[src/rtl/dircc_counter_send_handler.sv]
// Transmit-side handler for the DiRCC counter application: sends one tick packet
// per request while rts > 0, then writes the device state back with rts decremented.

package dircc_counter_pkg;
  localparam int PACKET_DATA_WIDTH = 32;

  localparam logic [7:0] DIRCC_STATE_STOPPED = 8'h01;
  localparam logic [7:0] DIRCC_STATE_DONE    = 8'h02;

  typedef logic [PACKET_DATA_WIDTH-1:0] packet_data_t;

  typedef struct packed {
    logic [7:0]  dircc_state;
    logic [23:0] dircc_state_extra;
    logic [63:0] user_state;
  } device_state_t;
endpackage

module dircc_counter_send_handler
  import dircc_counter_pkg::*;
#(
  parameter int ADDRESS_MEM_WIDTH = 32
) (
  input  logic                         clk,
  input  logic                         reset,
  input  logic [ADDRESS_MEM_WIDTH-1:0] address,
  input  logic                         send_request,
  input  device_state_t                read_state,
  output packet_data_t                 packet_out,
  output logic                         packet_out_valid,
  input  logic                         packet_out_ready,
  output device_state_t                write_state,
  output logic                         write_state_valid,
  output logic                         send_done,
  output logic                         send_skipped
);

  localparam logic [1:0] ST_IDLE   = 2'd0;
  localparam logic [1:0] ST_SEND   = 2'd1;
  localparam logic [1:0] ST_UPDATE = 2'd2;
  localparam logic [1:0] ST_SKIP   = 2'd3;

  logic [1:0]   state_reg;
  logic [7:0]   snap_flags_reg;
  logic [23:0]  snap_extra_reg;
  logic [15:0]  snap_rts_reg;
  logic [15:0]  snap_count_reg;
  packet_data_t packet_out_reg;
  logic         packet_out_valid_reg;
  device_state_t write_state_reg;
  logic         write_state_valid_reg;
  logic         send_done_reg;
  logic         send_skipped_reg;

  logic         skip_next;

  // The address and the upper user_state word are carried for context only.
  logic unused_inputs;
  assign unused_inputs = ^{address, read_state.user_state[63:32]};

  assign skip_next = (read_state.user_state[31:16] == 16'd0) ||
                     ((read_state.dircc_state & (DIRCC_STATE_STOPPED | DIRCC_STATE_DONE)) != 8'd0);

  always_ff @(posedge clk) begin
    if (reset) begin
      state_reg             <= ST_IDLE;
      snap_flags_reg        <= '0;
      snap_extra_reg        <= '0;
      snap_rts_reg          <= '0;
      snap_count_reg        <= '0;
      packet_out_reg        <= '0;
      packet_out_valid_reg  <= 1'b0;
      write_state_reg       <= '0;
      write_state_valid_reg <= 1'b0;
      send_done_reg         <= 1'b0;
      send_skipped_reg      <= 1'b0;
    end else begin
      write_state_valid_reg <= 1'b0;
      send_done_reg         <= 1'b0;
      send_skipped_reg      <= 1'b0;
      case (state_reg)
        ST_IDLE: begin
          if (send_request) begin
            snap_flags_reg <= read_state.dircc_state;
            snap_extra_reg <= read_state.dircc_state_extra;
            snap_rts_reg   <= read_state.user_state[31:16];
            snap_count_reg <= read_state.user_state[15:0];
            if (skip_next) begin
              state_reg        <= ST_SKIP;
              send_done_reg    <= 1'b1;
              send_skipped_reg <= 1'b1;
            end else begin
              state_reg            <= ST_SEND;
              packet_out_valid_reg <= 1'b1;
              packet_out_reg       <= {{(PACKET_DATA_WIDTH-16){1'b0}}, read_state.user_state[15:0]};
            end
          end
        end
        ST_SEND: begin
          // rts was checked non-zero on entry, so the decrement cannot wrap.
          if (packet_out_ready) begin
            state_reg                            <= ST_UPDATE;
            packet_out_valid_reg                 <= 1'b0;
            write_state_reg.dircc_state          <= snap_flags_reg;
            write_state_reg.dircc_state_extra    <= snap_extra_reg;
            write_state_reg.user_state           <= {32'd0, snap_rts_reg - 16'd1, snap_count_reg};
            write_state_valid_reg                <= 1'b1;
            send_done_reg                        <= 1'b1;
          end
        end
        ST_UPDATE: state_reg <= ST_IDLE;
        ST_SKIP:   state_reg <= ST_IDLE;
        default:   state_reg <= ST_IDLE;
      endcase
    end
  end

  assign packet_out        = packet_out_reg;
  assign packet_out_valid  = packet_out_valid_reg;
  assign write_state       = write_state_reg;
  assign write_state_valid = write_state_valid_reg;
  assign send_done         = send_done_reg;
  assign send_skipped      = send_skipped_reg;

endmodule

[config.mk]
export PLATFORM = sky130hd
export DESIGN_NAME = dircc_counter_send_handler
export DESIGN_NICKNAME = d
export VERILOG_FILES = /design/src/rtl/dircc_counter_send_handler.sv
export SDC_FILE = /design/constraint.sdc
export NUM_CORES = 1
export LEC_CHECK = 0
export ABC_AREA = 0
export CORE_AREA = 2 2 136 105
export CTS_CLUSTER_DIAMETER = 30
export DETAILED_ROUTE_END_ITERATION = 10
export DIE_AREA = 0 0 138 107
export PLACE_DENSITY = 0.85
export SYNTH_ARGS = -nofsm -noshare
export SYNTH_HDL_FRONTEND = slang
export SYNTH_SLANG_ARGS = --single-unit
export TNS_END_PERCENT = 1
[constraint.sdc]
create_clock -name clk -period 2.7 [get_ports clk]
set_input_delay 0.54 -clock clk [delete_from_list [all_inputs] [get_ports clk]]
set_output_delay 0.54 -clock clk [all_outputs]
set_load 0.02 [all_outputs]
==> results of run 1 <==
cell usage after synthesis, types with 2 or more instances:
library cell	n
sky130_fd_sc_hd__nand2_1	226
sky130_fd_sc_hd__dfxtp_1	150
sky130_fd_sc_hd__a21oi_1	114
sky130_fd_sc_hd__buf_4	49
sky130_fd_sc_hd__clkbuf_1	33
sky130_fd_sc_hd__nand2b_1	33
sky130_fd_sc_hd__nor2_1	23
sky130_fd_sc_hd__mux2i_1	16
sky130_fd_sc_hd__a211oi_1	11
sky130_fd_sc_hd__buf_1	9
sky130_fd_sc_hd__xor2_1	8
sky130_fd_sc_hd__a211oi_2	5
sky130_fd_sc_hd__nor4_1	5
sky130_fd_sc_hd__buf_2	4
sky130_fd_sc_hd__nor3_1	4
sky130_fd_sc_hd__xnor2_1	4
sky130_fd_sc_hd__nand4_1	3
sky130_fd_sc_hd__nor4_2	3
sky130_fd_sc_hd__inv_1	2
sky130_fd_sc_hd__nand3_1	2
sky130_fd_sc_hd__nand4b_1	2
sky130_fd_sc_hd__o31ai_1	2
worst max-delay path by stage:
stage	to	slack, ns	cells past startpoint
CTS	write_state[6]	0.75	1
floorplan	packet_out_valid	1.08	6
detailed placement	packet_out[9]	0.42	6
global route	write_state[6]	0.70	1
finish	write_state[5]	0.76	1
global placement	packet_out_valid	0.47	6
power by group through the flow:
stage               Sequential, mW  Combinational [mW]  Clock (mW)
global placement              2.42               0.699           0
finish                        2.38               0.713        2.27
detailed placement            2.43               0.710           0
CTS                           2.38               0.715        2.31
floorplan                     2.46               0.446           0
global route                  2.40               0.782        2.42
final cells by class:
| class | count | area, um2 | share of cell area |
|---|---|---|---|
| clock buffer | 17 | 425.4 | 0.05284 |
| timing repair buffer | 161 | 1672 | 0.2076 |
| multi-input combinational | 521 | 2582 | 0.3207 |
| tap | 175 | 219.0 | 0.02720 |
| inverter | 2 | 7.507 | 0.0009324 |
| clock inverter | 15 | 142.6 | 0.01772 |
| sequential | 150 | 3003 | 0.3730 |
logic make-up after synthesis:
group                    count (synthesis)  share of synthesized area
other                                    1                  0.0006294
buffers and inverters                   98                    0.09618
AO/OA/AOI/OAI                          135                     0.1266
flip-flops                             150                     0.5040
adder cells (fa/ha/maj)                  1                   0.002100
AND/OR/NAND/NOR                        309                     0.2260
XOR/XNOR                                12                    0.01764
multiplexers                            16                    0.02688
routing by layer:
layer / global-route usage / share of wire / up-vias / routed length [um]
li1: - / - / 2527 / -
met1: 0.2450 / 0.44 / 2379 / 6300
met2: 0.3232 / 0.48 / 161 / 6842
met3: 0.07057 / 0.078 / 16 / 1127
met5: 0 / 0 / - / 0
met4: 0.05394 / 0.0088 / 0 / 127
==> run metrics, run 1 <==
maximum vdd ir drop 420.2 uV; fraction of the core area covered by cells at the end of the flow 0.5997; share of flip-flops with an asynchronous set or reset after synthesis 0; CTS tree done; placed standard-cell area around 7500 um2; Psw ~1.5 mW; master of the slowest instance on the critical path sky130_fd_sc_hd__clkdlybuf4s50_1; post-detail-place hpwl 9547 um; Period minus WS final 1.936 ns; element type at the critical path start flop; routed length per instance 13.83 um; setup repair bufs after CTS 0; FF-to-FF setup slack approximately 0.95 ns; total die area roughly 15000 um2; largest driver fanout on the critical path 2; setup TNS 0 ns; core box area ~13000 um2; Seq/Total Area, Yosys 0.5040; post-synth top area cell sky130_fd_sc_hd__dfxtp_1; worst hold path endpoint write_state[75]; first-pass GRT wire length roughly 24000 um; DRT Pass-1 Iters 4; clock group share of total power 0.423; antenna cell count 0; wire length reported by the detailed router between 10000 and 15000 um; Arr. time, crit path between 1 and 1.5 ns; cell breakdown of the critical path clkdlybuf4s50_1; dominant synthesized flop cell sky130_fd_sc_hd__dfxtp_1; top library cells by usage in the layout, fill and taps aside sky130_fd_sc_hd__nand2_1, sky130_fd_sc_hd__clkdlybuf4s50_1, sky130_fd_sc_hd__dfxtp_1; highest clock rate 516.5 MHz; Final nets 986; # port buffers about 150; number of unique standard cell types used by synthesis 36; Max H-tree Level 4; power share of the combinational group 0.133; GR Overflow Total 0; headroom to the max-slew limit 0.4794; Post-Layout Cell Count roughly 1.0k; antenna violations before repair 0; worst setup path startpoint write_state[5]; warnings from Yosys 0; type of the tightest min-delay check flop to flop; DP Cell Count approximately 1.0k; die width between 100 and 150 um; worst setup path category flop to output pin; share of Yosys cell area claimed by the top area cell type 0.5040; worst hold path stage count 2; Placement Setup Slack roughly 0.42 ns; vias per std cell 4.883; kind of end point of the critical path output pin; Largest register FFs 64; vias in the first global route around 4.8k; signed area change from the synthesized netlist to the final layout 35.13%; maximum number of pins on one net before global-route repair 82; total via count in the routed design between 5k and 6k; synthesized area per cell between 8 and 9 um2; Power Internal between 3 and 4 mW; Syn Std Cell Area around 6000 um2; final hold violation count 0; number of hold-repair buffers added at the cts stage 0; fraction of power spent switching nets 0.2721; clock slew seen by the registers of the worst setup and hold paths 0.07 ns; most common library cell in the layout ignoring fill and taps sky130_fd_sc_hd__nand2_1; outcome complete, no violations; length in cells of the worst reg-to-reg path 4; number of buffers on the longest clock path 2; insertion delay of the later-clocked pin in the worst-skew pair 0.41 ns; sinks on the clock net 150; maxcap violations 0; share of total power in sequential cells 0.444; register bit total from synthesis 150; cell at the root of the clock tree sky130_fd_sc_hd__clkbuf_16; worst hold margin roughly 0.44 ns; cts bufs inserted 17; power per cell area roughly 670 nW/um2; post-route cell area about 8000 um2; top area cells in the synthesized netlist sky130_fd_sc_hd__dfxtp_1, sky130_fd_sc_hd__nand2_1, sky130_fd_sc_hd__a21oi_1; DRT antenna net count 0; setup repair after global routing missed its margin no; final worst-path cycle share 0.7171; global placer's final weighted congestion roughly 0.8; count of routing violations after the opening detailed-route iteration 290; effective utilization at floorplan 0.4438; ratio of cells with drive above 1 in the final layout 0.06697; top cell family by delay on the critical path buffers and inverters; number of pins exceeding their max-slew limit in the final report 0; CTS-repair resized insts 0; Buf/Inv on CP 1; Fill cells ~1.2k; number of enable flip-flop cells after synthesis 0; Setup Viol. Count Final 0; launching point of the worst reg2reg path snap_rts_reg[2]; Worst path max stage delay ~0.62 ns; required time of the worst setup path ~2.2 ns; remaining routing DRC violations 0; sum of internal, switching and leakage power between 5 and 6 mW; die outline height 107 um; IO Count approximately 260; Static Leak 2.898 nW; critical hold path startpoint snap_extra_reg[11]; smallest setup slack after layout around 0.76 ns; instance count of the mapped netlist between 700 and 800; worst setup skew after layout 0.008446 ns; capture instance of the worst register-to-register path write_state[31]; Tightest Pin Transition a little under 0.8 ns; global router's overall resource usage 0.1963; number of standard-cell rows in the floorplan 37
Note: power is estimated with default switching activity, not from simulation.
==> run 2, diff against run 1 <==
--- a/config.mk
+++ b/config.mk
@@ -6,11 +6,11 @@
 export NUM_CORES = 1
 export LEC_CHECK = 0
 export ABC_AREA = 0
-export CORE_AREA = 2 2 136 105
+export CORE_AREA = 2 2 148 114
 export CTS_CLUSTER_DIAMETER = 30
 export DETAILED_ROUTE_END_ITERATION = 10
-export DIE_AREA = 0 0 138 107
-export PLACE_DENSITY = 0.85
+export DIE_AREA = 0 0 150 116
+export PLACE_DENSITY = 0.77
 export SYNTH_ARGS = -nofsm -noshare
 export SYNTH_HDL_FRONTEND = slang
 export SYNTH_SLANG_ARGS = --single-unit
==> constraint.sdc (replaced) <==
create_clock -name clk -period 1.7 [get_ports clk]
set_input_delay 0.34 -clock clk [delete_from_list [all_inputs] [get_ports clk]]
set_output_delay 0.34 -clock clk [all_outputs]
set_load 0.02 [all_outputs]
==> run 2 against run 1 <==
  * Combinational power grew 73%
  * Non-clock buffer count grew 42
  * Utilization shrank 6.6 points
  * Die area grew 18%
  * Largest power group is now clock
  * Highest routed layer unchanged
==> run metrics, run 2 (synthesis results as in run 1) <==
top library cells by usage in the layout, fill and taps aside sky130_fd_sc_hd__nand2_1, sky130_fd_sc_hd__dfxtp_1, sky130_fd_sc_hd__a21oi_1; signed area change from the synthesized netlist to the final layout 41.66%; GR Overflow Total 0 (unchanged); Largest register FFs 64 (unchanged); cts bufs inserted 17 (unchanged); number of standard-cell rows in the floorplan 40 (+8.1%); top cell family by delay on the critical path buffers and inverters; IO Count 264 (unchanged); number of pins exceeding their max-slew limit in the final report 0 (unchanged); clock slew seen by the registers of the worst setup and hold paths 0.06 ns (about the same); total via count in the routed design 5132 (+0.96%); global router's overall resource usage 0.1749 (-0.02143); ratio of cells with drive above 1 in the final layout 0.1083 (+0.04131); routed length per instance 13.67 um (-1.1%); global placer's final weighted congestion 0.8060 (-1.4%); launching point of the worst reg2reg path state_reg[0]; smallest setup slack after layout 0.05422 ns (-0.7097 ns); antenna violations before repair 0 (unchanged); die width 150 um (+8.7%); type of the tightest min-delay check primary input to flop; Static Leak 3.557 nW (+23%); cell breakdown of the critical path clkdlybuf4s50_1; maximum vdd ir drop 669.4 uV (+59%); vias in the first global route 4768 (-0.13%); outcome complete, no violations; Tightest Pin Transition 0.7280 ns (-0.05291 ns); count of routing violations after the opening detailed-route iteration 238 (-18%); highest clock rate between 600 and 700 MHz; FF-to-FF setup slack 0.11 ns (-0.84 ns); worst setup path category flop to output pin; maxcap violations 0 (unchanged); Buf/Inv on CP 1 (unchanged); maximum number of pins on one net before global-route repair 66 (-20%); core box area 15820 um2 (+18%); sinks on the clock net 150 (unchanged); Post-Layout Cell Count 1115 (+7.1%); wire length reported by the detailed router 15250 um (+5.9%); largest driver fanout on the critical path 1 (-1); Worst path max stage delay 0.59 ns (-0.03 ns); vias per std cell 4.603 (-5.7%); headroom to the max-slew limit 0.5146 (+0.03528); capture instance of the worst register-to-register path snap_count_reg[2]; first-pass GRT wire length 23850 um (+1.1%); critical hold path startpoint reset; Placement Setup Slack -0.5505 ns (-0.9738 ns); Arr. time, crit path 1.31 ns (-0.09 ns); setup repair after global routing missed its margin no; number of buffers on the longest clock path 2 (unchanged); DRT Pass-1 Iters 4 (unchanged); length in cells of the worst reg-to-reg path 5 (+1); effective utilization at floorplan 0.3767 (-0.06706); CTS tree done; final hold violation count 0 (unchanged); worst hold path stage count 2 (unchanged); Max H-tree Level 4 (unchanged); insertion delay of the later-clocked pin in the worst-skew pair 0.41 ns (about the same); DP Cell Count 1084 (+7.4%); DRT antenna net count 0 (unchanged); remaining routing DRC violations 0 (unchanged); most common library cell in the layout ignoring fill and taps sky130_fd_sc_hd__nand2_1; post-detail-place hpwl 10260 um (+7.5%); die outline height 116 um (+8.4%); kind of end point of the critical path output pin; Final nets 1028 (+4.3%); Period minus WS final 1.646 ns; total die area 17400 um2 (+18%); element type at the critical path start flop; required time of the worst setup path 1.36 ns (-0.80 ns); worst setup skew after layout 0.01019 ns (+0.001748 ns); number of hold-repair buffers added at the cts stage 0 (unchanged); cell at the root of the clock tree sky130_fd_sc_hd__clkbuf_16; power per cell area 1075 nW/um2 (+61%); Setup Viol. Count Final 0 (unchanged); worst hold path endpoint write_state[6]; # port buffers 151 (unchanged); fraction of the core area covered by cells at the end of the flow 0.5337 (-0.06602); master of the slowest instance on the critical path sky130_fd_sc_hd__clkdlybuf4s50_1; final worst-path cycle share 0.9681; setup TNS 0 ns (unchanged); antenna cell count 0 (unchanged)
==> run 2: what timing repair did <==
action | CTS | global route
setup endpoints to repair | 97 | 16
resized for setup | 83 | 5
cloned | 0 | 0
pin swaps | 1 | 2
buffers inserted | 2 | 0
==> run 2: worst max path at each step <==
| stage | from | endpoint | slack [ns] | depth (start not counted) |
|---|---|---|---|---|
| 6_report | write_state_valid | write_state_valid | 0.05 | 1 |
| 2_1_floorplan | snap_rts_reg[0] | write_state[28] | 0.26 | 6 |
| 3_3_place_gp | send_request | packet_out[13] | -0.50 | 6 |
| 3_5_place_dp | send_request | packet_out[13] | -0.55 | 6 |
| 4_1_cts | write_state[87] | write_state[87] | 0.002 | 1 |
| 5_1_grt | state_reg[0] | snap_extra_reg[9] | 0.004 | 5 |
==> run 2: power breakdown <==
group | total, mW | leakage (nW) | internal [mW] | switching [mW]
clock | 4.07 | 0.308 | 2.66 | 1.41
sequential | 3.78 | 1.22 | 3.68 | 0.0996
combinational | 1.23 | 2.03 | 0.536 | 0.689
==> run 2: worst reg2reg max path: stages, from the launching register on <==
cell and delay, ns:
sky130_fd_sc_hd__dfxtp_1 0.33, sky130_fd_sc_hd__nand2b_4 0.12, sky130_fd_sc_hd__or2_2 0.14, sky130_fd_sc_hd__buf_4 0.60, sky130_fd_sc_hd__nand2_1 0.16, sky130_fd_sc_hd__a21oi_1 0.18
==> run 2: layer usage <==
| metal | track usage | wire (um) | vias to the layer above |
|---|---|---|---|
| met1 | 0.2284 | 7142 | 2365 |
| met2 | 0.2755 | 6823 | 141 |
| met3 | 0.05984 | 1083 | 15 |
| li1 | - | - | 2611 |
| met4 | 0.05220 | 197 | 0 |
| met5 | 0 | 0 | - |
==> run 2: area by class of cell <==
cell class              instances  area (um2)
well taps                     210       262.8
flip-flops and latches        150        3003
fillers                      1499        7375
repair buffers                203        1941
inverters                       2       7.507
clock inverters                 9       176.4
clock buffers                  20       456.7
multi-input cells             521        2594
==> run 2: per-stage QoR <==
step | power, mW | hold WS, ns | area (um2)
6_report | 9.072 | 0.1972 | 8441
5_1_grt | 9.466 | 0.1858 | 8441
4_1_cts | 9.153 | 0.1762 | 8424
3_5_place_dp | 5.105 | 0.4424 | 7878
3_3_place_gp | 5.081 | 0.4364 | 7878
2_1_floorplan | 4.613 | 0.4321 | 6135
